--- src/rtl/adc_capture_pkg.sv ---
// rtl/adc_capture_pkg.sv - shared constants, state types and word formatting for the ADC capture path
package adc_capture_pkg;

    localparam int FRAME_BITS = 32;
    localparam int HDR_BITS   = 8;
    localparam int DATA_BITS  = 24;
    localparam int ERR_BIT    = 7;

    typedef enum logic [1:0] {IDLE, ARMED, SHIFT} rx_state_t;
    typedef enum logic {E_IDLE, E_SCAN} emit_state_t;

    // 24-bit mode passes the data field through; 16-bit mode keeps its top 16 bits right-aligned
    function automatic logic [DATA_BITS-1:0] format_word(input logic [FRAME_BITS-1:0] frame,
                                                         input logic mode_24b);
        if (mode_24b)
            return frame[DATA_BITS-1:0];
        return {{HDR_BITS{1'b0}}, frame[DATA_BITS-1:HDR_BITS]};
    endfunction

    // Error flag carried in the frame header
    function automatic logic hdr_err(input logic [FRAME_BITS-1:0] frame);
        return frame[DATA_BITS + ERR_BIT];
    endfunction

endpackage

--- src/rtl/adc_frame_deser.sv ---
// rtl/adc_frame_deser.sv - synchronises the ADC pins and deserialises one 32-bit frame per lane
module adc_frame_deser
    import adc_capture_pkg::*;
#(
    parameter int NUM_CH = 4
)
(
    input  logic                         clk,
    input  logic                         reset,
    input  logic [NUM_CH-1:0]            adc_data,
    input  logic                         adc_n_drdy,
    input  logic                         adc_dclk,
    input  logic                         acq_en,
    output logic [NUM_CH*FRAME_BITS-1:0] hold,
    output logic                         frame_done,
    output logic                         frame_err
);

    logic [NUM_CH-1:0] data_s1, data_s2;
    logic              drdy_s1, drdy_s2, drdy_d;
    logic              dclk_s1, dclk_s2, dclk_d;
    logic              drdy_rise, dclk_fall;

    // Only the 31 earlier bits need storing; the 32nd comes straight from the lane
    logic [NUM_CH-1:0][FRAME_BITS-2:0] sr;
    logic [5:0]                        bit_cnt;

    rx_state_t rx_state, rx_next;
    logic      clr_cnt, shift_en, done_d, err_d;

    // Two-stage synchronisers; lanes share the strobe delay so bits line up with the DCLK edge
    always_ff @(posedge clk) begin
        if (reset) begin
            data_s1 <= '0;
            data_s2 <= '0;
            drdy_s1 <= 1'b0;
            drdy_s2 <= 1'b0;
            drdy_d  <= 1'b0;
            dclk_s1 <= 1'b0;
            dclk_s2 <= 1'b0;
            dclk_d  <= 1'b0;
        end else begin
            data_s1 <= adc_data;
            data_s2 <= data_s1;
            drdy_s1 <= adc_n_drdy;
            drdy_s2 <= drdy_s1;
            drdy_d  <= drdy_s2;
            dclk_s1 <= adc_dclk;
            dclk_s2 <= dclk_s1;
            dclk_d  <= dclk_s2;
        end
    end

    assign drdy_rise = drdy_s2 & ~drdy_d;
    assign dclk_fall = dclk_d & ~dclk_s2;

    // Receive state register
    always_ff @(posedge clk) begin
        if (reset)
            rx_state <= IDLE;
        else
            rx_state <= rx_next;
    end

    // Receive next-state: arm on frame marker, shift on DCLK fall, abort on an early marker
    always_comb begin
        rx_next  = rx_state;
        clr_cnt  = 1'b0;
        shift_en = 1'b0;
        done_d   = 1'b0;
        err_d    = 1'b0;
        case (rx_state)
            IDLE: begin
                if (drdy_rise && acq_en) begin
                    rx_next = ARMED;
                    clr_cnt = 1'b1;
                end
            end
            ARMED: begin
                if (dclk_fall) begin
                    shift_en = 1'b1;
                    rx_next  = SHIFT;
                end
            end
            SHIFT: begin
                if (drdy_rise) begin
                    err_d   = 1'b1;
                    clr_cnt = 1'b1;
                    rx_next = acq_en ? ARMED : IDLE;
                end else if (dclk_fall) begin
                    shift_en = 1'b1;
                    if (bit_cnt == 6'(FRAME_BITS - 1)) begin
                        done_d  = 1'b1;
                        rx_next = IDLE;
                    end
                end
            end
            default: rx_next = IDLE;
        endcase
    end

    // Shift registers, bit counter, holding registers and the frame pulses
    always_ff @(posedge clk) begin
        if (reset) begin
            sr         <= '0;
            bit_cnt    <= '0;
            hold       <= '0;
            frame_done <= 1'b0;
            frame_err  <= 1'b0;
        end else begin
            frame_done <= done_d;
            frame_err  <= err_d;
            if (clr_cnt)
                bit_cnt <= '0;
            else if (shift_en)
                bit_cnt <= bit_cnt + 6'd1;
            for (int i = 0; i < NUM_CH; i++) begin
                if (shift_en)
                    sr[i] <= {sr[i][FRAME_BITS-3:0], data_s2[i]};
                if (done_d)
                    hold[i*FRAME_BITS +: FRAME_BITS] <= {sr[i], data_s2[i]};
            end
        end
    end

endmodule

--- src/rtl/adc_capture_mc.sv ---
// rtl/adc_capture_mc.sv - ADC clock/reset generation, frame capture and per-channel FIFO emission
module adc_capture_mc
    import adc_capture_pkg::*;
#(
    parameter int NUM_CH  = 4,
    parameter int CLK_DIV = 4,
    parameter int OUT_W   = 24,
    parameter int CNT_W   = 16
)
(
    input  logic              clk,
    input  logic              reset,
    output logic              adc_clk,
    output logic              adc_n_reset,
    input  logic [NUM_CH-1:0] adc_data,
    input  logic              adc_n_drdy,
    input  logic              adc_dclk,
    input  logic              acq_en,
    input  logic [NUM_CH-1:0] ch_en,
    input  logic              mode_24b,
    input  logic              fifo_full,
    output logic              fifo_wr_en,
    output logic [OUT_W-1:0]  fifo_din,
    output logic [2:0]        fifo_ch,
    output logic [CNT_W-1:0]  overflow_cnt,
    output logic [CNT_W-1:0]  frame_err_cnt,
    output logic              adc_err
);

    localparam int HALF_DIV = CLK_DIV / 2;
    localparam int DIV_W    = $clog2(HALF_DIV) + 1;

    logic [DIV_W-1:0]              div_cnt;
    logic [NUM_CH*FRAME_BITS-1:0]  hold;
    logic                          frame_done, frame_err;

    emit_state_t            emit_state, emit_next;
    logic [NUM_CH-1:0]      pending, pending_next, scan_mask;
    logic [2:0]             sel;
    logic [FRAME_BITS-1:0]  sel_frame;
    logic                   word_mode, mode_q;
    logic                   word_valid;
    logic                   err_seen;
    logic                   start;

    adc_frame_deser #(.NUM_CH(NUM_CH)) u_deser (
        .clk        (clk),
        .reset      (reset),
        .adc_data   (adc_data),
        .adc_n_drdy (adc_n_drdy),
        .adc_dclk   (adc_dclk),
        .acq_en     (acq_en),
        .hold       (hold),
        .frame_done (frame_done),
        .frame_err  (frame_err)
    );

    // MCLK divider: toggles every HALF_DIV clks, restarting low after reset
    always_ff @(posedge clk) begin
        if (reset) begin
            div_cnt <= '0;
            adc_clk <= 1'b0;
        end else if (div_cnt == DIV_W'(HALF_DIV - 1)) begin
            div_cnt <= '0;
            adc_clk <= ~adc_clk;
        end else begin
            div_cnt <= div_cnt + DIV_W'(1);
        end
    end

    // ADC reset is held low exactly while system reset is asserted
    always_ff @(posedge clk) begin
        if (reset)
            adc_n_reset <= 1'b0;
        else
            adc_n_reset <= 1'b1;
    end

    // Emit state register
    always_ff @(posedge clk) begin
        if (reset)
            emit_state <= E_IDLE;
        else
            emit_state <= emit_next;
    end

    // Emit scan: pick the lowest pending channel each clk; disabled channels never enter the mask
    always_comb begin
        start     = (emit_state == E_IDLE) && frame_done;
        scan_mask = '0;
        if (emit_state == E_SCAN)
            scan_mask = pending;
        else if (frame_done)
            scan_mask = ch_en;
        word_mode = start ? mode_24b : mode_q;
        sel       = '0;
        for (int i = NUM_CH - 1; i >= 0; i--)
            if (scan_mask[i])
                sel = 3'(i);
        sel_frame = '0;
        for (int i = 0; i < NUM_CH; i++)
            if (sel == 3'(i))
                sel_frame = hold[i*FRAME_BITS +: FRAME_BITS];
        pending_next = scan_mask & (scan_mask - NUM_CH'(1));
        emit_next    = (|pending_next) ? E_SCAN : E_IDLE;
        err_seen     = 1'b0;
        for (int i = 0; i < NUM_CH; i++)
            if (ch_en[i] && hdr_err(hold[i*FRAME_BITS +: FRAME_BITS]))
                err_seen = 1'b1;
    end

    // Registered word, channel tag and scan bookkeeping; the word appears one clk after frame_done
    always_ff @(posedge clk) begin
        if (reset) begin
            pending    <= '0;
            word_valid <= 1'b0;
            fifo_din   <= '0;
            fifo_ch    <= '0;
            mode_q     <= 1'b0;
        end else begin
            pending    <= pending_next;
            word_valid <= |scan_mask;
            if (|scan_mask) begin
                fifo_din <= OUT_W'(format_word(sel_frame, word_mode));
                fifo_ch  <= sel;
            end
            if (start)
                mode_q <= mode_24b;
        end
    end

    // A presented word is written unless the FIFO is full in that same clk
    assign fifo_wr_en = word_valid & ~fifo_full;

    // Saturating drop/abort counters and the sticky header error flag
    always_ff @(posedge clk) begin
        if (reset) begin
            overflow_cnt  <= '0;
            frame_err_cnt <= '0;
            adc_err       <= 1'b0;
        end else begin
            if (word_valid && fifo_full && overflow_cnt != {CNT_W{1'b1}})
                overflow_cnt <= overflow_cnt + CNT_W'(1);
            if (frame_err && frame_err_cnt != {CNT_W{1'b1}})
                frame_err_cnt <= frame_err_cnt + CNT_W'(1);
            if (start && err_seen)
                adc_err <= 1'b1;
        end
    end

endmodule

--- config.mk ---
export PLATFORM = sky130hd
export DESIGN_NAME = adc_capture_mc
export DESIGN_NICKNAME = d
export VERILOG_FILES = /design/src/rtl/adc_capture_pkg.sv /design/src/rtl/adc_frame_deser.sv /design/src/rtl/adc_capture_mc.sv
export SDC_FILE = /design/constraint.sdc
export NUM_CORES = 1
export LEC_CHECK = 0
export CORE_MARGIN = 5
export CORE_UTILIZATION = 50
export DETAILED_ROUTE_END_ITERATION = 6
export PLACE_DENSITY = 0.77
export SKIP_CTS_REPAIR_TIMING = 1
export SYNTH_ARGS = -nofsm -noshare
export SYNTH_HDL_FRONTEND = slang
export SYNTH_SLANG_ARGS = --single-unit
--- constraint.sdc ---
create_clock -name clk -period 3.5 [get_ports clk]
set_clock_uncertainty 0.05 [all_clocks]
set_input_delay 0.875 -clock clk [delete_from_list [all_inputs] [get_ports clk]]
set_output_delay 0.875 -clock clk [all_outputs]
set_load 0.02 [all_outputs]
# --- After elaboration in Yosys (flattened, before gate mapping) ---
# Index checks and enable logic that the tools add are counted.
op_classes:
  n_addsub: 5
  eq_ne: 13
  muxes: 39
  bitwise_logic: 10
  reduce_logical: 18
ops:
  columns: ["operator", "n"]
  rows:
  - ["24-bit 2-to-1 mux", 6]
  - ["16-bit by 1-bit adder with 16-bit output, second input constant", 2]
  - ["16-bit != test, second input constant", 2]
  - ["1-bit 2-to-1 mux", 19]
  - ["2-bit 2-to-1 mux", 6]
  - ["1-bit logical AND", 10]
  - ["3-bit 2-to-1 mux", 3]
  - ["4-bit 2-to-1 mux", 2]
  - ["4-bit OR reduction", 2]
  - ["6-bit by 1-bit adder with 6-bit output, second input constant", 1]
  - ["3-bit by 2-bit equality test with 1-bit output, second input constant", 2]
  - ["6-bit by 5-bit equality test with 1-bit output, second input constant", 1]
  - ["3-bit by 1-bit != test with 1-bit output, second input constant", 2]
  - ["1-bit NOT", 6]
  - ["2-bit one-hot mux with 3 select lines", 1]
  - ["2-bit OR reduction", 3]
  - ["4-bit bitwise AND", 1]
  - ["2-bit by 1-bit equality test with 1-bit output, second input constant", 2]
  - ["2-bit by 1-bit != test with 1-bit output, second input constant", 2]
  - ["1-bit one-hot mux with 2 select lines", 2]
  - ["4-bit AND reduction", 1]
  - ["4-bit by 1-bit subtractor with 4-bit output, second input constant", 1]
  - ["1-bit bitwise AND", 3]
  - ["3-bit by 1-bit equality test with 1-bit output, second input constant", 1]
  - ["4 further kinds", 4]
word_totals:
  regBits: 347
  in_bits: 15
  output_inout_bits: 63
  elab_cells: 114

# --- Depth between registers and ports, before layout ---
depth:
  word_depth: 13
  mapped_depth: 9
  ltp_nobuf: 7

# --- Cells and area by module ---
# From an unflattened synthesis, not the netlist that was laid out.
unflattened:
  hier_cells: 1736
  area_unflattened_um2: 13933.4
by_module_without_submodules:
  columns: ["mod", "n_inst", "cells_each", "area_each_um2", "seq_area_each_um2"]
  rows:
  - ["adc_frame_deser", 1, 1221, 9993.3, 5525.3]
  - ["adc_capture_mc", 1, 515, 3940.0, 1381.3]

# --- Least setup slack after synthesis ---
# Ideal clock, no wire load.
synth_path:
  path_type: "input to register"
  from: "input ch_en[0]"
  to: "register fifo_din[23]"
  setup_time_ns: 0.117
  arrival_ns: 2.341
  required_time_ns: 3.333
  setup_slack_ns: 0.992
  cell_stages: 8
  n_path_buf: 3
  path_cell_list: "buf_2 -> nand3b_1 -> nand3_2 -> or2_1 -> buf_2 -> buf_6 -> o22a_1 -> a32o_1"
synth_via:
  elab_chain_cells: 10
  word_cells_on_any_way: 14
  cone_classes: "3 x eq/ne; 9 x mux; 2 x reduce/logical"
synth_rtl:
  columns: ["element", "line_no", "source"]
  rows:
  - ["start: declaration", "adc_capture_mc.sv:19", "input logic [NUM_CH-1:0] ch_en,"]
  - ["4-bit 2-to-1 mux (*)", "adc_capture_mc.sv:93", "else if (frame_done)"]
  - ["4-bit 2-to-1 mux (*)", "adc_capture_mc.sv:91", "if (emit_state == E_SCAN)"]
  - ["3-bit 2-to-1 mux", "adc_capture_mc.sv:98", "if (scan_mask[i])"]
  - ["3-bit zero test", "adc_capture_mc.sv:102", "if (sel == 3'(i))"]
  - ["24-bit 2-to-1 mux (4 in series)", "adc_capture_mc.sv:102", null]
  - ["24-bit 2-to-1 mux", "adc_capture_pkg.sv:15", "if (mode_24b)"]
  - ["24-bit 2-to-1 mux", "adc_capture_pkg.sv:17", "return {{HDR_BITS{1'b0}}, frame[DATA_BITS-1:HDR_BITS]};"]
  - ["end signal: assignment", "adc_capture_mc.sv:124", "fifo_din <= OUT_W'(format_word(sel_frame, word_mode));"]
  - ["end: declaration", "adc_capture_mc.sv:23", "output logic [OUT_W-1:0] fifo_din,"]
# Every way passes the cells marked *; elsewhere a longest branch is shown, timed or not. The select of a mux whose other input is x is not followed.
# A chain may end at the register's enable or synchronous reset.

# --- Worst setup path after layout ---
layout_path:
  from: "input fifo_full"
  to: "output fifo_wr_en"
layout_via:
  elab_chain_cells: 2
layout_rtl:
  columns: ["element", "line_no", "source"]
  rows:
  - ["start: declaration", "adc_capture_mc.sv:21", "input logic fifo_full,"]
  - ["1-bit NOT", "adc_capture_mc.sv:133", "assign fifo_wr_en = word_valid & ~fifo_full;"]
  - ["1-bit bitwise AND", "adc_capture_mc.sv:133", null]
  - ["end: declaration", "adc_capture_mc.sv:22", "output logic fifo_wr_en,"]
# Every way passes these cells.

==> qor.csv <==
metric;value;unit
endpoint_kind;output port;
place_hpwl;22.2;mm
postSynthAreaPerCell;7.96;um^2
drt-vias-per-instance;5.57;
synth_area_leaders;dfxtp_1, nand2_1, a21oi_1, clkbuf_1, nor2_1;
yosys_register_bits;317;
drtAntennaViolNets;0;
wl_met2;15.2;mm
yosys_most_used_dff;dfxtp_1;
netlist_area;12500;um^2
synth_edf_count;0;
setup_violations;0;
grt_pass1_wl;53.6;mm
highest_layer;met5;
vias;11000;
grt_pass1_vias;10100;
p_per_area;511;nW/um^2
synth_common_cells;nand2_1, dfxtp_1, a21oi_1, clkbuf_1, nor2_1;
wl_met1;14.7;mm
place_ws;0.187;ns
status;finished, final reports clean;
cp_slowest_cell;clkdlybuf4s50_1;
seq_area_frac_synth;50.7;%
core;24900;um^2
cp_max_fo;2;
start_util;50.3;%
cp_top_family;buffers and inverters;
portBuffers;76;
path_class;input port to output port;
cp_cell_sequence;clkdlybuf4s50_1 -> nor2b_1 -> clkdlybuf4s50_1;
met3WireLength;2.22;mm
tritoncts;yes;
antenna_found_initial;1;
ios;78;
nNetsFinal;1635;
synth_largest_area_cell;dfxtp_1;
cp_num_buf_inv;2;
fmax;340;MHz
start_kind;input port;
slowest_delay;0.61;ns
cp_data_required_time;2.57;ns
worstHoldPathType;flip-flop to flip-flop;
clockBufferDepth;3;
crit_top_cell;clkdlybuf4s50_1;
grt_max_degree;157;
fp.dieW;168;um
synth_top_area_share;50.7;%
p_leak;4.89;nW
first_pass_iters;6;
crit_arrival;2.01;ns
final_hold_viol_count;0;
diodes;0;
grt_util_all_layers;22.9;%
finalPower;7.57;mW
yosys_warnings;0;
synthDistinctLibCells;72;
cts_max_level;2;
grt_overflow;0;
rows;58;
clock_latency;0.51;ns
first_iter_violations;1162;
timing.final.max_slew_violations;0;
layout.filler_cells;2197;
gp_congestion;0.947;
drcViolationCount;0;
fin_crit_sh;84.0;%
drive_above_1_share;7.15;%
root_buffer;clkbuf_16;
syn_nets;1597;
slew_headroom;36.5;%
ir_drop;348;uV
die_area;28300;um^2
fin_ws;0.560;ns
area_delta_synth_final;18.3;%
clkSinkCount;317;
avgRoutedWirePerCell;16.9;um
die_h;168;um
numCtsBuffers;34;
tns;0;ns
worst_pin_slew;0.952;ns
synth.most_common_cell;nand2_1;
clk_pin_slew;0.06;ns
hold_slack;0.383;ns
async_flop_share;0;%
finalWirelength;33.3;mm
timing.final.crit_period;2.94;ns
rsz0062_at_grt;no;
drv_cap;0;
syn_inst;1574;
routing by layer:
| metal | up-vias | GRT usage [%] |
|---|---|---|
| li1 | 5368 | - |
| met1 | 5173 | 31.2 |
| met2 | 336 | 36.3 |
| met3 | 80 | 4.18 |
| met4 | 2 | 8.89 |
| met5 | - | 0 |
worst register-to-register path, delay by kind of cell (launching register included):
kind,cells,cell delay [ns]
AOI/OAI and AO/OA,4,0.91
DFF,1,0.54
and+or+nand+nor,2,0.99
area by class of cell:
cell class | count | area [um^2] | area share [%]
sequential | 317 | 6350 | 42.8
multi-input combinational | 1136 | 5710 | 38.6
clock buffer | 54 | 1090 | 7.36
timing repair buffer | 108 | 1080 | 7.30
tap | 330 | 413 | 2.79
clock inverter | 7 | 118 | 0.794
inverter | 15 | 56.3 | 0.380
report_power, final:
part	switching [mW]	total (mW)	internal, mW
Sequential	0.00924	3.63	3.62
Combinational	0.0997	0.149	0.0490
Clock	1.43	3.79	2.36
Total	1.54	7.57	6.04
cell usage in the layout, fill, tap and decap left out, drive strengths merged, types with 14 or more instances in the layout:
| cell | instances |
|---|---|
| nor2 | 81 |
| a21oi | 250 |
| o211ai | 14 |
| o21ai | 47 |
| dfxtp | 317 |
| nand2 | 496 |
| xnor2 | 18 |
| clkdlybuf4s50 | 75 |
| clkbuf | 54 |
| inv | 17 |
| buf | 33 |
| nor3 | 26 |
| nand4 | 15 |
| nor2b | 20 |
| nand3 | 27 |
kinds of logic (layout without fill, tap and decap cells):
family                   after synthesis  count (layout)  share of synthesized area [%]
AO/OA/AOI/OAI                        389             389                           18.5
AND/OR/NAND/NOR                      703             703                           23.5
adder cells (fa/ha/maj)                8               8                          0.799
other                                  1               1                         0.0299
XOR/XNOR                              31              31                           2.17
flip-flops                           317             317                           50.7
buffers and inverters                121             184                           3.95
multiplexers                           4               4                          0.330
stage by stage:
step | cells | instance area (um^2) | util, %
global route | 1967 | 14800 | 59.5
finish | 1967 | 14800 | 59.5
floorplan | 1574 | 12500 | -
CTS | 1967 | 14800 | 59.5
detailed placement | 1906 | 13600 | 54.7
global placement | 1906 | 13600 | 54.7
path summary, 6_finish.rpt:
check / start / endpoint / slack, ns / cells after the start
max: fifo_full / fifo_wr_en / 0.56 / 3
min: div_cnt[0] / div_cnt[0] / 0.38 / 1
max reg2reg: emit_state / fifo_din[9] / 0.93 / 6
min reg2reg: div_cnt[0] / div_cnt[0] / 0.38 / 1
sequential cells by signal, summed over array words and instances, names as in the netlist, 2 cells and up:
signal	flops
u_deser.data_s2	4
fifo_din	24
div_cnt	2
u_deser.bit_cnt	6
frame_err_cnt	16
u_deser.hold	100
overflow_cnt	16
u_deser.data_s1	4
u_deser.rx_state	2
fifo_ch	2
u_deser.sr	124
pending	3
No activity file was read; power rests on OpenSTA's default activity.
==> RTL change 1 (same flow settings) <==
Take the reset off `data_s1` and load it in a clocked block of its own.
--- a/src/rtl/adc_frame_deser.sv
+++ b/src/rtl/adc_frame_deser.sv
@@ -33,3 +33,2 @@
         if (reset) begin
-            data_s1 <= '0;
             data_s2 <= '0;
@@ -42,3 +41,2 @@
         end else begin
-            data_s1 <= adc_data;
             data_s2 <= data_s1;
@@ -51,2 +49,6 @@
         end
+    end
+
+    always_ff @(posedge clk) begin
+        data_s1 <= adc_data;
     end
Function: same outputs for any inputs over 4 cycles, from zero or initial values and one cycle with reset high; that may be too few to reach the edited logic, so the function may still have changed.
==> RTL change 1 against the original RTL <==
Sequential cell count unchanged; largest cell class unchanged; routed wire length down 7.8%; final area down 3.0%; synthesized area down 1.9%; largest power group is now registers; combinational power up 10%; worst setup slack worse by 0.061 ns; power down 2.9%; clock power down 6.3%.
==> RTL change 1: results (changes against the original RTL) <==
- Fraction of area in multi-input gates: 0.382 (was 0.386)
- Comb_multi_in: 1114 (was 1136)
- Reg2reg start: u_deser.frame_done (was emit_state)
- Ranking of synthesized cells by area: dfxtp_1 (52%), nand2_1 (15%), a21oi_1 (10%) (was dfxtp_1 (51%), nand2_1 (15%), a21oi_1 (10%))
- All-Layer GR Usage: 0.214 (was 0.229)
- Adder and majority cell fraction of the synthesized area: 0.00815 (was 0.00799)
- Initial antenna violation count: 0 (was 1)
- Post-synthesis mux area share: 0.00509 (was 0.00330)
- # clk buffers: 47 (was 54)
- Seq group: 3.64 mW (was 3.63 mW)
- Data buffer area share: 0.0683 (was 0.0730)
- Synth cell types: 61 (was 72)
- Worst vdd ir: 0.333 mV (was 0.348 mV)
- Flop2flop setup slack: 0.66 ns (was 0.93 ns)
- Top layer used by detailed routing: met4 (was met5)
- Status: completed (unchanged)
- Largest net degree at the start of global routing: 239 (was 157)
- First-pass GRT wire length: 50.3 mm (was 53.6 mm)
- Inverter count: 7 (was 15)
- DR pass1 iterations: 5 (was 6)
- Internal power: 5.82 mW (was 6.04 mW)
- Reg2Reg Depth: 7 (was 6)
- Kind of critical path: in -> reg (was in -> out)
- Avg WL per Cell: 16.0 um (was 16.9 um)
- Seq/Total Area, Yosys: 0.516 (was 0.507)
- Routability cong.: 0.957 (was 0.947)
- Comb power frac: 0.022 (was 0.020)
- Fillers: 2143 (was 2197)
- Top cells by count, synth: nand2_1 (496), dfxtp_1 (317), a21oi_1 (257) (was nand2_1 (495), dfxtp_1 (317), a21oi_1 (249))
- Arrival time at the worst endpoint: 3.40 ns (was 2.01 ns)
- CP Launch Point: ch_en[1] (was fifo_full)
[RTL change 1: stage by stage]
step | instance area, sq um | std cells | power, mW | setup slack [ns]
detailed placement | 13200 | 1857 | 3.88 | 0.0957
CTS | 14400 | 1917 | 7.42 | 0.503
global route | 14400 | 1917 | 7.62 | 0.415
floorplan | 12300 | 1543 | 3.83 | 1.05
finish | 14400 | 1917 | 7.35 | 0.500
global placement | 13200 | 1857 | 3.88 | 0.145
[RTL change 1: critical path, stage by stage]
cell             delay, ns
clkdlybuf4s50_1       0.52
or2_2                 0.13
a21oi_1               0.09
buf_4                 0.21
a211oi_2              0.97
o221ai_1              0.30
a21o_1                0.23
nand3_1               0.07
[RTL change 1: routing by layer]
layer / track usage / vias up
met1: 0.282 / 5019
met3: 0.0434 / 68
li1: - / 5244
met5: 0 / -
met4: 0.0619 / 0
met2: 0.359 / 321
==> RTL change 2 (same flow settings) <==
Without the edit above. Change the parameter `OUT_W` from 24 to 12.
--- a/src/rtl/adc_capture_mc.sv
+++ b/src/rtl/adc_capture_mc.sv
@@ -6,3 +6,3 @@
     parameter int CLK_DIV = 4,
-    parameter int OUT_W   = 24,
+    parameter int OUT_W   = 12,
     parameter int CNT_W   = 16
Interface: changed (resized fifo_din); port bits go from 78 to 66. The function was not compared with the original's and may differ.
==> RTL change 2 against the original RTL <==
Routed wire length decreased by 21%; worst hold slack better by 0.0019 ns; fmax down 0.70%; worst setup slack got worse by 0.021 ns; final area down 12%; synthesized area is 11% lower; clock power down 19%; power decreased by 14%; sequential cell count is 28 lower; global-route usage down 3.0 points; register-to-register slack worse by 0.16 ns; synthesized cell count down 12%; largest power group is now registers.
==> RTL change 2: results (changes against the original RTL) <==
- Drt first-iter violations: 674 (was 1162)
- Critical Path Fanout Max: 3 (was 2)
- Number of global-route vias before repair: 8536 (was 10100)
- Htree depth: 1 (was 2)
- Avg WL per Cell: 15.3 um (was 16.9 um)
- Top cells by count, synth: nand2_1 (460), dfxtp_1 (289), a21oi_1 (224) (was nand2_1 (495), dfxtp_1 (317), a21oi_1 (249))
- Top flop regs: u_deser.sr (124), u_deser.hold (84) (was u_deser.sr (124), u_deser.hold (100), fifo_din (24))
- Status: completed (unchanged)
- Ranking of synthesized cells by area: dfxtp_1 (52%), nand2_1 (15%), a21oi_1 (10%) (was dfxtp_1 (51%), nand2_1 (15%), a21oi_1 (10%))
- Cells after synthesis: 1392 (was 1574)
- Lkg Pwr: 4.25 nW (was 4.89 nW)
- Switch Pwr: 1.35 mW (was 1.54 mW)
- GR Overflow Total: 0 (unchanged)
- Initial antenna violation count: 0 (was 1)
- Hpwl dp: 17.5 mm (was 22.2 mm)
- Worst vdd ir: 0.304 mV (was 0.348 mV)
- Placed cells: 1665 (was 1906)
- Routability cong.: 0.941 (was 0.947)
- Cell area after placement: 0.0120 sq mm (was 0.0136 sq mm)
- Number of CTS-inserted buffers: 29 (was 34)
- DP Worst Slack: 0.495 ns (was 0.187 ns)
- DR pass1 iterations: 5 (was 6)
- # port buffers: 64 (was 76)
- Largest net degree at the start of global routing: 123 (was 157)
- Clk_lat worst skew: 0.54 ns (was 0.51 ns)
- Vias per Instance: 5.47 (was 5.57)
RTL change 2: cell count changes after synthesis, sizes merged, moves of 7 or more:
cell / before / now
clkbuf: 83 / 54
nor3: 26 / 14
nand2: 496 / 461
dfxtp: 317 / 289
a21oi: 250 / 226
buf: 23 / 34
o22ai: 8 / 1
nand3: 27 / 11
nor2: 81 / 58
o211ai: 14 / 7
RTL change 2: area by class of cell:
type / count / area, sq um
fill: 1973 / 8910
sequential: 289 / 5790
multi-input combinational: 1005 / 5000
clock buffer: 45 / 866
timing repair buffer: 81 / 847
tap: 280 / 350
clock inverter: 8 / 96.3
inverter: 10 / 37.5
RTL change 2: logic make-up (layout without fill, tap and decap cells):
family,after synthesis,in the layout,synth area share
muxes,3,3,0.00280
DFF,289,289,0.518
xor gates and xnor gates,32,32,0.0251
buffers and inverters,98,144,0.0363
AOI/OAI and AO/OA,339,339,0.174
and+or+nand+nor,622,622,0.234
adders and majority gates,8,8,0.00896
other,1,1,0.000336
RTL change 2: worst paths after layout:
| kind | startpoint | endpoint | slack, ns | depth (start not counted) |
|---|---|---|---|---|
| setup / recovery | fifo_full | fifo_wr_en | 0.54 | 3 |
| hold reg to reg | div_cnt[0] | div_cnt[0] | 0.38 | 1 |
| hold / removal | div_cnt[0] | div_cnt[0] | 0.38 | 1 |
| setup reg to reg | u_deser.rx_state[0] | u_deser.hold[114] | 0.77 | 8 |
RTL change 2: power by group through the flow:
stage	logic, mW	clock network [mW]	registers [mW]
2_1_floorplan	0.0906	0	3.39
3_3_place_gp	0.141	0	3.39
3_5_place_dp	0.144	0	3.39
4_1_cts	0.144	3.13	3.32
5_1_grt	0.158	3.27	3.32
6_report	0.143	3.08	3.32
RTL change 2: per-layer routing:
metal  GRT usage  wire length (um)
met5           0                 0
met3      0.0347              1430
met1       0.275             11900
met4      0.0547               679
met2       0.323             12300
